$ cat config.mk
export PLATFORM = sky130hd
export DESIGN_NAME = mem_port_arbiter_flat
export DESIGN_NICKNAME = d
export VERILOG_FILES = /design/src/rtl/mem_arb_pkg.sv /design/src/rtl/mem_port_arbiter_if.sv /design/src/rtl/rr_pick2.sv /design/src/rtl/mem_port_arbiter.sv /design/src/flat_wrapper.sv
export SDC_FILE = /design/constraint.sdc
export NUM_CORES = 1
export LEC_CHECK = 0
export ABC_AREA = 0
export CAP_MARGIN = 20
export CORE_UTILIZATION = 42
export CTS_CLUSTER_SIZE = 30
export DETAILED_ROUTE_END_ITERATION = 8
export HOLD_SLACK_MARGIN = 0.05
export PLACE_DENSITY_LB_ADDON = 0.08
export SYNTH_ARGS = -nofsm -noshare
export SYNTH_HDL_FRONTEND = slang
export SYNTH_SLANG_ARGS = --single-unit
$ cat constraint.sdc
create_clock -name Clock -period 2.2 [get_ports Clock]
set_input_delay 0.44 -clock Clock [delete_from_list [all_inputs] [get_ports Clock]]
set_output_delay 0.44 -clock Clock [all_outputs]
set_load 0.005 [all_outputs]
$ cat src/rtl/mem_arb_pkg.sv
// Shared types and constants for the two-requester data-memory port arbiter.
// Optional write protection of low addresses is enabled with MEM_ARB_WR_PROTECT_EN.
package mem_arb_pkg;

    localparam int DEF_DATA_W = 16;
    localparam int DEF_ADDR_W = 4;

    localparam logic REQ_CPU = 1'b0;
    localparam logic REQ_DBG = 1'b1;

    typedef enum logic [1:0] {
        IDLE   = 2'd0,
        ACCESS = 2'd1,
        RESP   = 2'd2
    } arb_state_t;

endpackage

$ cat src/rtl/mem_port_arbiter_if.sv
// Requester and memory-side signal bundle for mem_port_arbiter.
// The slave modport is the arbiter view; master is the requester/memory environment view.
interface mem_port_arbiter_if
    import mem_arb_pkg::*;
#(
    parameter int DATA_W = DEF_DATA_W,
    parameter int ADDR_W = DEF_ADDR_W
) ();

    logic              req0;
    logic              we0;
    logic [ADDR_W-1:0] addr0;
    logic [DATA_W-1:0] wdata0;
    logic              ack0;
    logic [DATA_W-1:0] rdata0;

    logic              req1;
    logic              we1;
    logic [ADDR_W-1:0] addr1;
    logic [DATA_W-1:0] wdata1;
    logic              ack1;
    logic [DATA_W-1:0] rdata1;
    logic              err1;

    logic              mem_en;
    logic              mem_we;
    logic [ADDR_W-1:0] mem_addr;
    logic [DATA_W-1:0] mem_wdata;
    logic [DATA_W-1:0] mem_rdata;

    modport slave (
        input  req0, we0, addr0, wdata0,
        input  req1, we1, addr1, wdata1,
        input  mem_rdata,
        output ack0, rdata0, ack1, rdata1, err1,
        output mem_en, mem_we, mem_addr, mem_wdata
    );

    modport master (
        output req0, we0, addr0, wdata0,
        output req1, we1, addr1, wdata1,
        output mem_rdata,
        input  ack0, rdata0, ack1, rdata1, err1,
        input  mem_en, mem_we, mem_addr, mem_wdata
    );

endinterface

$ cat src/rtl/rr_pick2.sv
// Combinational two-way round-robin pick: on a tie the requester that did not
// win last time is chosen.
module rr_pick2
    import mem_arb_pkg::*;
(
    input  logic req0,
    input  logic req1,
    input  logic last_grant,
    output logic grant_valid,
    output logic grant_idx
);

    always_comb begin
        grant_valid = req0 | req1;
        if (req0 && req1) begin
            grant_idx = (last_grant == REQ_CPU) ? REQ_DBG : REQ_CPU;
        end else begin
            grant_idx = req1 ? REQ_DBG : REQ_CPU;
        end
    end

endmodule

$ cat src/rtl/mem_port_arbiter.sv
// Shares the single-port data memory between the CPU path and the debug loader
// via an IDLE/ACCESS/RESP sequence; MEM_ARB_WR_PROTECT_EN blocks debug writes below PROT_LIMIT.
module mem_port_arbiter
    import mem_arb_pkg::*;
#(
    parameter int          DATA_W     = DEF_DATA_W,
    parameter int          ADDR_W     = DEF_ADDR_W,
    parameter int unsigned PROT_LIMIT = 4
) (
    input  logic                Clock,
    input  logic                Resetn,
    mem_port_arbiter_if.slave   bus
);

    localparam logic [ADDR_W:0] PROT_LIM_W = (ADDR_W+1)'(PROT_LIMIT);

    arb_state_t        state;
    logic              last_grant;
    logic              winner;
    logic              is_wr;
    logic              blocked;
    logic              grant_valid;
    logic              grant_idx;
    logic              prot;
    logic              sel_we;
    logic [ADDR_W-1:0] sel_addr;
    logic [DATA_W-1:0] sel_wdata;
    logic [DATA_W-1:0] resp_data;

    rr_pick2 u_pick (
        .req0        (bus.req0),
        .req1        (bus.req1),
        .last_grant  (last_grant),
        .grant_valid (grant_valid),
        .grant_idx   (grant_idx)
    );

    assign sel_we    = (grant_idx == REQ_DBG) ? bus.we1    : bus.we0;
    assign sel_addr  = (grant_idx == REQ_DBG) ? bus.addr1  : bus.addr0;
    assign sel_wdata = (grant_idx == REQ_DBG) ? bus.wdata1 : bus.wdata0;

`ifdef MEM_ARB_WR_PROTECT_EN
    assign prot = (grant_idx == REQ_DBG) && bus.we1 && ({1'b0, bus.addr1} < PROT_LIM_W);
`else
    logic unused_prot;
    assign prot        = 1'b0;
    assign unused_prot = ^PROT_LIM_W;
`endif

    // Writes answer with zero data so a stale read word never leaks to the requester.
    assign resp_data = is_wr ? '0 : bus.mem_rdata;

    always_ff @(posedge Clock or negedge Resetn) begin
        if (!Resetn) begin
            state         <= IDLE;
            last_grant    <= REQ_DBG;
            winner        <= REQ_CPU;
            is_wr         <= 1'b0;
            blocked       <= 1'b0;
            bus.mem_en    <= 1'b0;
            bus.mem_we    <= 1'b0;
            bus.mem_addr  <= '0;
            bus.mem_wdata <= '0;
            bus.ack0      <= 1'b0;
            bus.ack1      <= 1'b0;
            bus.err1      <= 1'b0;
            bus.rdata0    <= '0;
            bus.rdata1    <= '0;
        end else begin
            bus.ack0 <= 1'b0;
            bus.ack1 <= 1'b0;
            bus.err1 <= 1'b0;
            case (state)
                IDLE: begin
                    if (grant_valid) begin
                        winner        <= grant_idx;
                        last_grant    <= grant_idx;
                        is_wr         <= sel_we;
                        blocked       <= prot;
                        bus.mem_en    <= ~prot;
                        bus.mem_we    <= sel_we & ~prot;
                        bus.mem_addr  <= sel_addr;
                        bus.mem_wdata <= sel_wdata;
                        state         <= ACCESS;
                    end
                end
                ACCESS: begin
                    bus.mem_en <= 1'b0;
                    bus.mem_we <= 1'b0;
                    state      <= RESP;
                end
                RESP: begin
                    if (winner == REQ_DBG) begin
                        bus.ack1   <= 1'b1;
                        bus.rdata1 <= resp_data;
                        bus.err1   <= blocked;
                    end else begin
                        bus.ack0   <= 1'b1;
                        bus.rdata0 <= resp_data;
                    end
                    state <= IDLE;
                end
                default: begin
                    bus.mem_en <= 1'b0;
                    bus.mem_we <= 1'b0;
                    state      <= IDLE;
                end
            endcase
        end
    end

endmodule

$ cat src/flat_wrapper.sv
// flat-port wrapper written by rule: the top's interface ports become plain ports
module mem_port_arbiter_flat import mem_arb_pkg::*;
#(
    parameter int          DATA_W     = DEF_DATA_W,
    parameter int          ADDR_W     = DEF_ADDR_W,
    parameter int unsigned PROT_LIMIT = 4
)
  (Clock, Resetn, bus_req0, bus_we0, bus_addr0, bus_wdata0, bus_req1, bus_we1, bus_addr1, bus_wdata1, bus_mem_rdata, bus_ack0, bus_rdata0, bus_ack1, bus_rdata1, bus_err1, bus_mem_en, bus_mem_we, bus_mem_addr, bus_mem_wdata);
  mem_port_arbiter_if #(.DATA_W(DATA_W), .ADDR_W(ADDR_W)) bus_i ();
  input  logic Clock;
  input  logic Resetn;
  input wire logic [$bits(bus_i.req0)-1:0] bus_req0;
  input wire logic [$bits(bus_i.we0)-1:0] bus_we0;
  input wire logic [$bits(bus_i.addr0)-1:0] bus_addr0;
  input wire logic [$bits(bus_i.wdata0)-1:0] bus_wdata0;
  input wire logic [$bits(bus_i.req1)-1:0] bus_req1;
  input wire logic [$bits(bus_i.we1)-1:0] bus_we1;
  input wire logic [$bits(bus_i.addr1)-1:0] bus_addr1;
  input wire logic [$bits(bus_i.wdata1)-1:0] bus_wdata1;
  input wire logic [$bits(bus_i.mem_rdata)-1:0] bus_mem_rdata;
  output wire logic [$bits(bus_i.ack0)-1:0] bus_ack0;
  output wire logic [$bits(bus_i.rdata0)-1:0] bus_rdata0;
  output wire logic [$bits(bus_i.ack1)-1:0] bus_ack1;
  output wire logic [$bits(bus_i.rdata1)-1:0] bus_rdata1;
  output wire logic [$bits(bus_i.err1)-1:0] bus_err1;
  output wire logic [$bits(bus_i.mem_en)-1:0] bus_mem_en;
  output wire logic [$bits(bus_i.mem_we)-1:0] bus_mem_we;
  output wire logic [$bits(bus_i.mem_addr)-1:0] bus_mem_addr;
  output wire logic [$bits(bus_i.mem_wdata)-1:0] bus_mem_wdata;
  assign bus_i.req0 = bus_req0;
  assign bus_i.we0 = bus_we0;
  assign bus_i.addr0 = bus_addr0;
  assign bus_i.wdata0 = bus_wdata0;
  assign bus_i.req1 = bus_req1;
  assign bus_i.we1 = bus_we1;
  assign bus_i.addr1 = bus_addr1;
  assign bus_i.wdata1 = bus_wdata1;
  assign bus_i.mem_rdata = bus_mem_rdata;
  assign bus_ack0 = bus_i.ack0;
  assign bus_rdata0 = bus_i.rdata0;
  assign bus_ack1 = bus_i.ack1;
  assign bus_rdata1 = bus_i.rdata1;
  assign bus_err1 = bus_i.err1;
  assign bus_mem_en = bus_i.mem_en;
  assign bus_mem_we = bus_i.mem_we;
  assign bus_mem_addr = bus_i.mem_addr;
  assign bus_mem_wdata = bus_i.mem_wdata;
  mem_port_arbiter #(.DATA_W(DATA_W), .ADDR_W(ADDR_W), .PROT_LIMIT(PROT_LIMIT)) u_core (.Clock(Clock), .Resetn(Resetn), .bus(bus_i));
endmodule
==> flow_summary.toml, run 1 <==
[worst_setup_path]
critical_path_arrival_ns = 2.05
cp_num_buf_inv = 1
cpMostUsedCell = "mux2_2"
cp-start-kind = "input port"
critPathMaxFanout = 22
cp_data_required_time_ns = 2.42
critPathKind = "in2reg"
critPathSlowestCell = "clkdlybuf4s50_1"
slowest_delay_ns = 0.53
worstPathCellList = "clkdlybuf4s50_1 -> a21bo_4 -> mux2_2 -> mux2_2"
critPathTopFamily = "multiplexers"
setup.worst_path.end_class = "register"

[placed_design]
hpwlAfterDp_um = 4280
port_buffers = 117
gp_congestion = 0.734
place_inst = 402
place_area_mm2 = 0.00392

[route]
vias = 2009
wl_um = 5840
initialDrtViolationCount = 68
drt_pre_antenna_iters = 4
drcViolationCount = 0
antenna_left = 0
wl_per_cell_um = 14.0
via_per_inst = 4.81

[timing]
setup_tns_ns = 0
setup_viol = 0
fmaxAchievable_mhz = 546
slew_headroom = 0.637
slew_violations = 0
rsz0062_at_grt = "false"
tightest_slew_ns = 0.541
period_needed_ns = 1.83
fin_skew_ns = 0.0109
hold_viol = 0
post-route-period-util = 0.832

[layout]
fillCellCount = 473
final_layout_size_suffix_gt1_frac = 0.192
area_growth_pct = 54.5
stdcell_count = 418
seqCellArea_mm2 = 0.00153
multiInputGateArea_mm2 = 0.00105
final_area_mm2 = 0.00413
diodes = 0
finish.net_count = 400

[flow_run]
cap_violations = 0

[grt]
grt_pass1_vias = 1929
grt_max_degree = 42
grt_pass1_wl_um = 9390
antenna_found_initial = 0
overflow = 0
grt_use_total = 0.191

[worst_hold_path]
hp-class = "in2async"

[power]
pwr_density_cell_mw_per_mm2 = 1280
peakVddDrop_uv = 702
p_leak_uw = 0.00188

[logic_synthesis]
yosysTopAreaCellShare = 0.562
async_reset_ff_frac = 1.00
ys_warn_count = 0
syn_inst = 217
synth_seq_cells = 61
synth_seq_area_share = 0.572
synth_commonest_cells = "dfrtp_1, nand2_1, mux2_4, o21ai_0, clkbuf_1"
avgSynthCellArea_um2 = 12.3
synth_edf_count = 0
synth_area_leaders = "dfrtp_1, mux2_4, nand2_1"
ys_types = 25
yosys_most_used_dff = "dfrtp_1"
synth_fp_nets = 279
netlist_area_mm2 = 0.00267
synth_top_area_cell = "dfrtp_1"
yosysMostFrequentCell = "dfrtp_1"

[floorplanning]
dieArea_mm2 = 0.00668
rows = 28
start_util = 0.443
die_height_um = 81.7
ioPinCount = 119
core_area_mm2 = 0.00603
chipWidth_um = 81.7

[clock_network]
clockBufferDepth = 2
cts_buffers = 9
root_buffer = "clkbuf_8"
clk_latency_ns = 0.34
htree_levels = 3
cts_tree = "done"
hold_buffers = 0
clkSlewWorstSetupHoldPaths_ns = 0.08
cts_resized = 0
clock_sinks = 61
postCtsSetupRepairBufs = 0

[run_status]
status = "complete, no violations"
[metrics by stage]
stage	hold WS, ns	total power [uW]	setup slack [ns]	util
2_1_floorplan	0.144	3020	0.700	-
3_3_place_gp	0.424	4270	0.0408	0.651
3_5_place_dp	0.431	4340	0.00338	0.651
4_1_cts	0.0504	5380	0.365	0.685
5_1_grt	0.0685	5680	0.297	0.685
6_report	0.0461	5300	0.369	0.685
[path summary, 6_finish.rpt]
| check | from | to | slack, ns | depth (start not counted) |
|---|---|---|---|---|
| setup / recovery | bus_req0 | u_core.bus.mem_addr[0]$_DFFE_PN0P_ | 0.37 | 4 |
| hold / removal | Resetn | u_core.bus.ack0$_DFF_PN0_ | 0.05 | 1 |
| setup reg to reg | u_core.last_grant$_DFFE_PN1P_ | u_core.bus.mem_addr[0]$_DFFE_PN0P_ | 0.47 | 3 |
| hold reg to reg | u_core.bus.rdata0[11]$_DFFE_PN0P_ | u_core.bus.rdata0[11]$_DFFE_PN0P_ | 0.48 | 2 |
| max in group asynchronous | Resetn | u_core.last_grant$_DFFE_PN1P_ | 1.50 | 2 |
| min in group Clock | u_core.bus.rdata0[11]$_DFFE_PN0P_ | u_core.bus.rdata0[11]$_DFFE_PN0P_ | 0.48 | 2 |
[layout by cell type (no fill, tap or decap), types with 3 or more instances in the layout]
cell type,netlist,layout
clkdlybuf4s50_1,0,116
dfrtp_1,60,60
nand2_1,48,48
mux2_4,36,36
o21ai_0,32,32
clkbuf_8,0,9
o21ai_1,4,4
mux2_2,4,4
inv_6,0,4
buf_4,3,4
inv_1,3,3
[registers in the layout, indices dropped and copies added, names as in the netlist]
signal and count:
u_core.bus.rdata0 16, u_core.bus.ack0 1, u_core.state 2, u_core.bus.mem_en 1, u_core.bus.rdata1 16, u_core.last_grant 1, u_core.is_wr 1, u_core.bus.mem_wdata 16
u_core.bus.ack1 1, u_core.bus.mem_addr 4, u_core.winner 1, u_core.bus.mem_we 1
[final cells by class]
type                    count  area share
flip-flops and latches     61       0.370
repair buffers            123       0.300
multi-input cells         138       0.253
clock buffers               9      0.0300
well taps                  75      0.0227
clock inverters             7      0.0194
inverters                   5     0.00455
[layer usage]
| metal | routed length [um] | GRT usage |
|---|---|---|
| met5 | 0 | 0 |
| met4 | 93 | 0.0842 |
| met3 | 443 | 0.0578 |
| met2 | 2710 | 0.288 |
| met1 | 2590 | 0.254 |
[power by group]
group          switching, uW  internal, uW
clock network            476           538
registers                297          1640
logic                    839          1510
total                   1610          3690
[worst register-to-register path: cells and delay by family, from the launching register on]
kind           cells  cell delay, ns
multiplexers       2            0.65
flip-flops         1            0.56
AO/OA/AOI/OAI      1            0.42
[cells by family (layout without fill, tap and decap cells)]
group                  after synthesis  in the layout  share of synthesized area
buffers and inverters               18            144                     0.0361
AOI/OAI and AO/OA                   40             40                     0.0806
muxes                               42             42                      0.227
and+or+nand+nor                     55             55                     0.0829
other                                1              1                    0.00140
DFF                                 61             61                      0.572
(Power assumes the default switching activity.)
==> run 2, diff against run 1 <==
--- a/config.mk
+++ b/config.mk
@@ -7,7 +7,7 @@
 export LEC_CHECK = 0
 export ABC_AREA = 0
 export CAP_MARGIN = 20
-export CORE_UTILIZATION = 42
+export CORE_UTILIZATION = 38
 export CTS_CLUSTER_SIZE = 30
 export DETAILED_ROUTE_END_ITERATION = 8
 export HOLD_SLACK_MARGIN = 0.05
==> constraint.sdc (replaced) <==
create_clock -name Clock -period 1.5 [get_ports Clock]
set_input_delay 0.3 -clock Clock [delete_from_list [all_inputs] [get_ports Clock]]
set_output_delay 0.3 -clock Clock [all_outputs]
set_load 0.005 [all_outputs]
==> flow_summary.toml, run 2 (synthesis gave the netlist of run 1 again) <==
[placed_design]
port_buffers = 117
gp_congestion = 0.753
place_area_mm2 = 0.00406
hpwlAfterDp_um = 3980

[floorplanning]
dieArea_mm2 = 0.00737
chipWidth_um = 85.8
ioPinCount = 119
rows = 30
core_area_mm2 = 0.00679
die_height_um = 85.8
start_util = 0.393

[timing]
slew_headroom = 0.624
post-route-period-util = 1.03
hold_viol = 0
slew_violations = 0
fmaxAchievable_mhz = 648
rsz0062_at_grt = "true"
setup_viol = 18
period_needed_ns = 1.54
fin_skew_ns = 0.00387
holdWs_ns = 0.470
tightest_slew_ns = 0.561
layout_setup_ws_ns = -0.0430

[layout]
mostFrequentLayoutCells = "clkdlybuf4s50_1, dfrtp_1, nand2_1"
final_area_mm2 = 0.00425
mostFrequentLayoutCell = "clkdlybuf4s50_1"
utilization = 0.625
final_layout_size_suffix_gt1_frac = 0.223
area_growth_pct = 59.1
reg.largest.list = "u_core.bus.mem_wdata: 16 flops, u_core.bus.rdata0: 16 flops, u_core.bus.rdata1: 16 flops"
finish.net_count = 412
diodes = 0
fillCellCount = 565

[worst_setup_path]
setup.worst_path.end_class = "register"
slowest_delay_ns = 0.55
worstPathCellList = "a21bo_4 -> buf_12 -> mux2_4 -> mux2_4"
critical_path_arrival_ns = 1.76
r2r_start = "u_core.last_grant$_DFFE_PN1P_"
cp_data_required_time_ns = 1.72
cp-start-kind = "register"
cpMostUsedCell = "mux2_4"
critPathMaxFanout = 10
critPathKind = "reg2reg"
critPathSlowestCell = "dfstp_2"
crit_start = "u_core.last_grant$_DFFE_PN1P_"

[clock_network]
cts_buffers = 9
cts_tree = "done"
clkSlewWorstSetupHoldPaths_ns = 0.07
clock_sinks = 61
clk_latency_ns = 0.33
root_buffer = "clkbuf_8"
clockBufferDepth = 2
htree_levels = 3

[power]
total_power_uw = 7350
pwr_density_cell_mw_per_mm2 = 1730
peakVddDrop_uv = 829
p_leak_uw = 0.00221

[grt]
grt_pass1_vias = 2073
grt_max_degree = 62
grt_pass1_wl_um = 9790
grt_use_total = 0.175
antenna_found_initial = 0
overflow = 0

[route]
initialDrtViolationCount = 45
wl_um = 5760
vias = 2016
drcViolationCount = 0
drt_pre_antenna_iters = 4
via_per_inst = 4.47
wl_per_cell_um = 12.8
antenna_left = 0

[worst_hold_path]
hp-class = "reg2reg"
hold_start = "u_core.bus.rdata1[14]$_DFFE_PN0P_"

[flow_run]
cap_violations = 0

[run_status]
status = "finished, violations left"
violations = "setup timing"
[run 2: cell count changes in the layout (fill, tap and decap cells not counted), sizes merged]
cell | previous run | this run
buf | 7 | 18
bufinv | 1 | 0
clkbuf | 9 | 10
clkdlybuf4s50 | 116 | 62
clkinv | 1 | 5
dlygate4sd2 | 0 | 43
dlygate4sd3 | 0 | 1
dlymetal6s2s | 0 | 11
inv | 8 | 4
[run 2: timing repair]
action	4_1_cts	5_1_grt
endpoints found under the setup margin	63	33
hold buffers	1	0
endpoints found under the hold margin	60	0
setup buffers	3	0
resized for setup	44	13
[run 2: final cells by class]
type                            instances  area (um^2)  share of cell area
Multi-Input combinational cell        138         1050               0.248
Clock buffer                           10          138              0.0324
Inverter                                5         18.8             0.00442
Tap cell                               96          120              0.0283
Sequential cell                        61         1530               0.360
Clock inverter                          6         38.8             0.00913
Timing Repair Buffer                  135         1350               0.318
[run 2: path summary, 6_finish.rpt]
check,cells after the start,end,slack (ns)
max,4,u_core.bus.mem_wdata[15]$_DFFE_PN0P_,-0.04
min,2,u_core.bus.rdata1[14]$_DFFE_PN0P_,0.47
max reg2reg,4,u_core.bus.mem_wdata[15]$_DFFE_PN0P_,-0.04
min reg2reg,2,u_core.bus.rdata1[14]$_DFFE_PN0P_,0.47
max in group asynchronous,3,u_core.last_grant$_DFFE_PN1P_,0.70
min in group asynchronous,3,u_core.bus.rdata0[12]$_DFFE_PN0P_,0.49
[run 2: critical path: cells and delay by family, from the launching register on]
kind | cells | cell delay (ns)
AOI/OAI and AO/OA | 1 | 0.17
buffers and inverters | 1 | 0.16
muxes | 2 | 0.55
DFF | 1 | 0.55
[run 2: metrics by stage]
step                      setup TNS (ns)  instances  setup slack (ns)
after floorplan                 -0.00402        217         -0.000402
after global placement             -7.54        431            -0.352
after detailed placement           -8.34        431            -0.385
after CTS                         -0.529        451           -0.0414
after global routing               -1.17        451           -0.0654
final                             -0.581        451           -0.0430
[run 2: power breakdown]
part	internal [uW]	switching, uW
Combinational	2020	1280
Sequential	2400	372
Clock	637	652
[run 2: per-layer routing]
metal,GRT usage,share of wire
met1,0.209,0.44
met2,0.287,0.47
met3,0.0626,0.073
met4,0.0727,0.015
met5,0,0
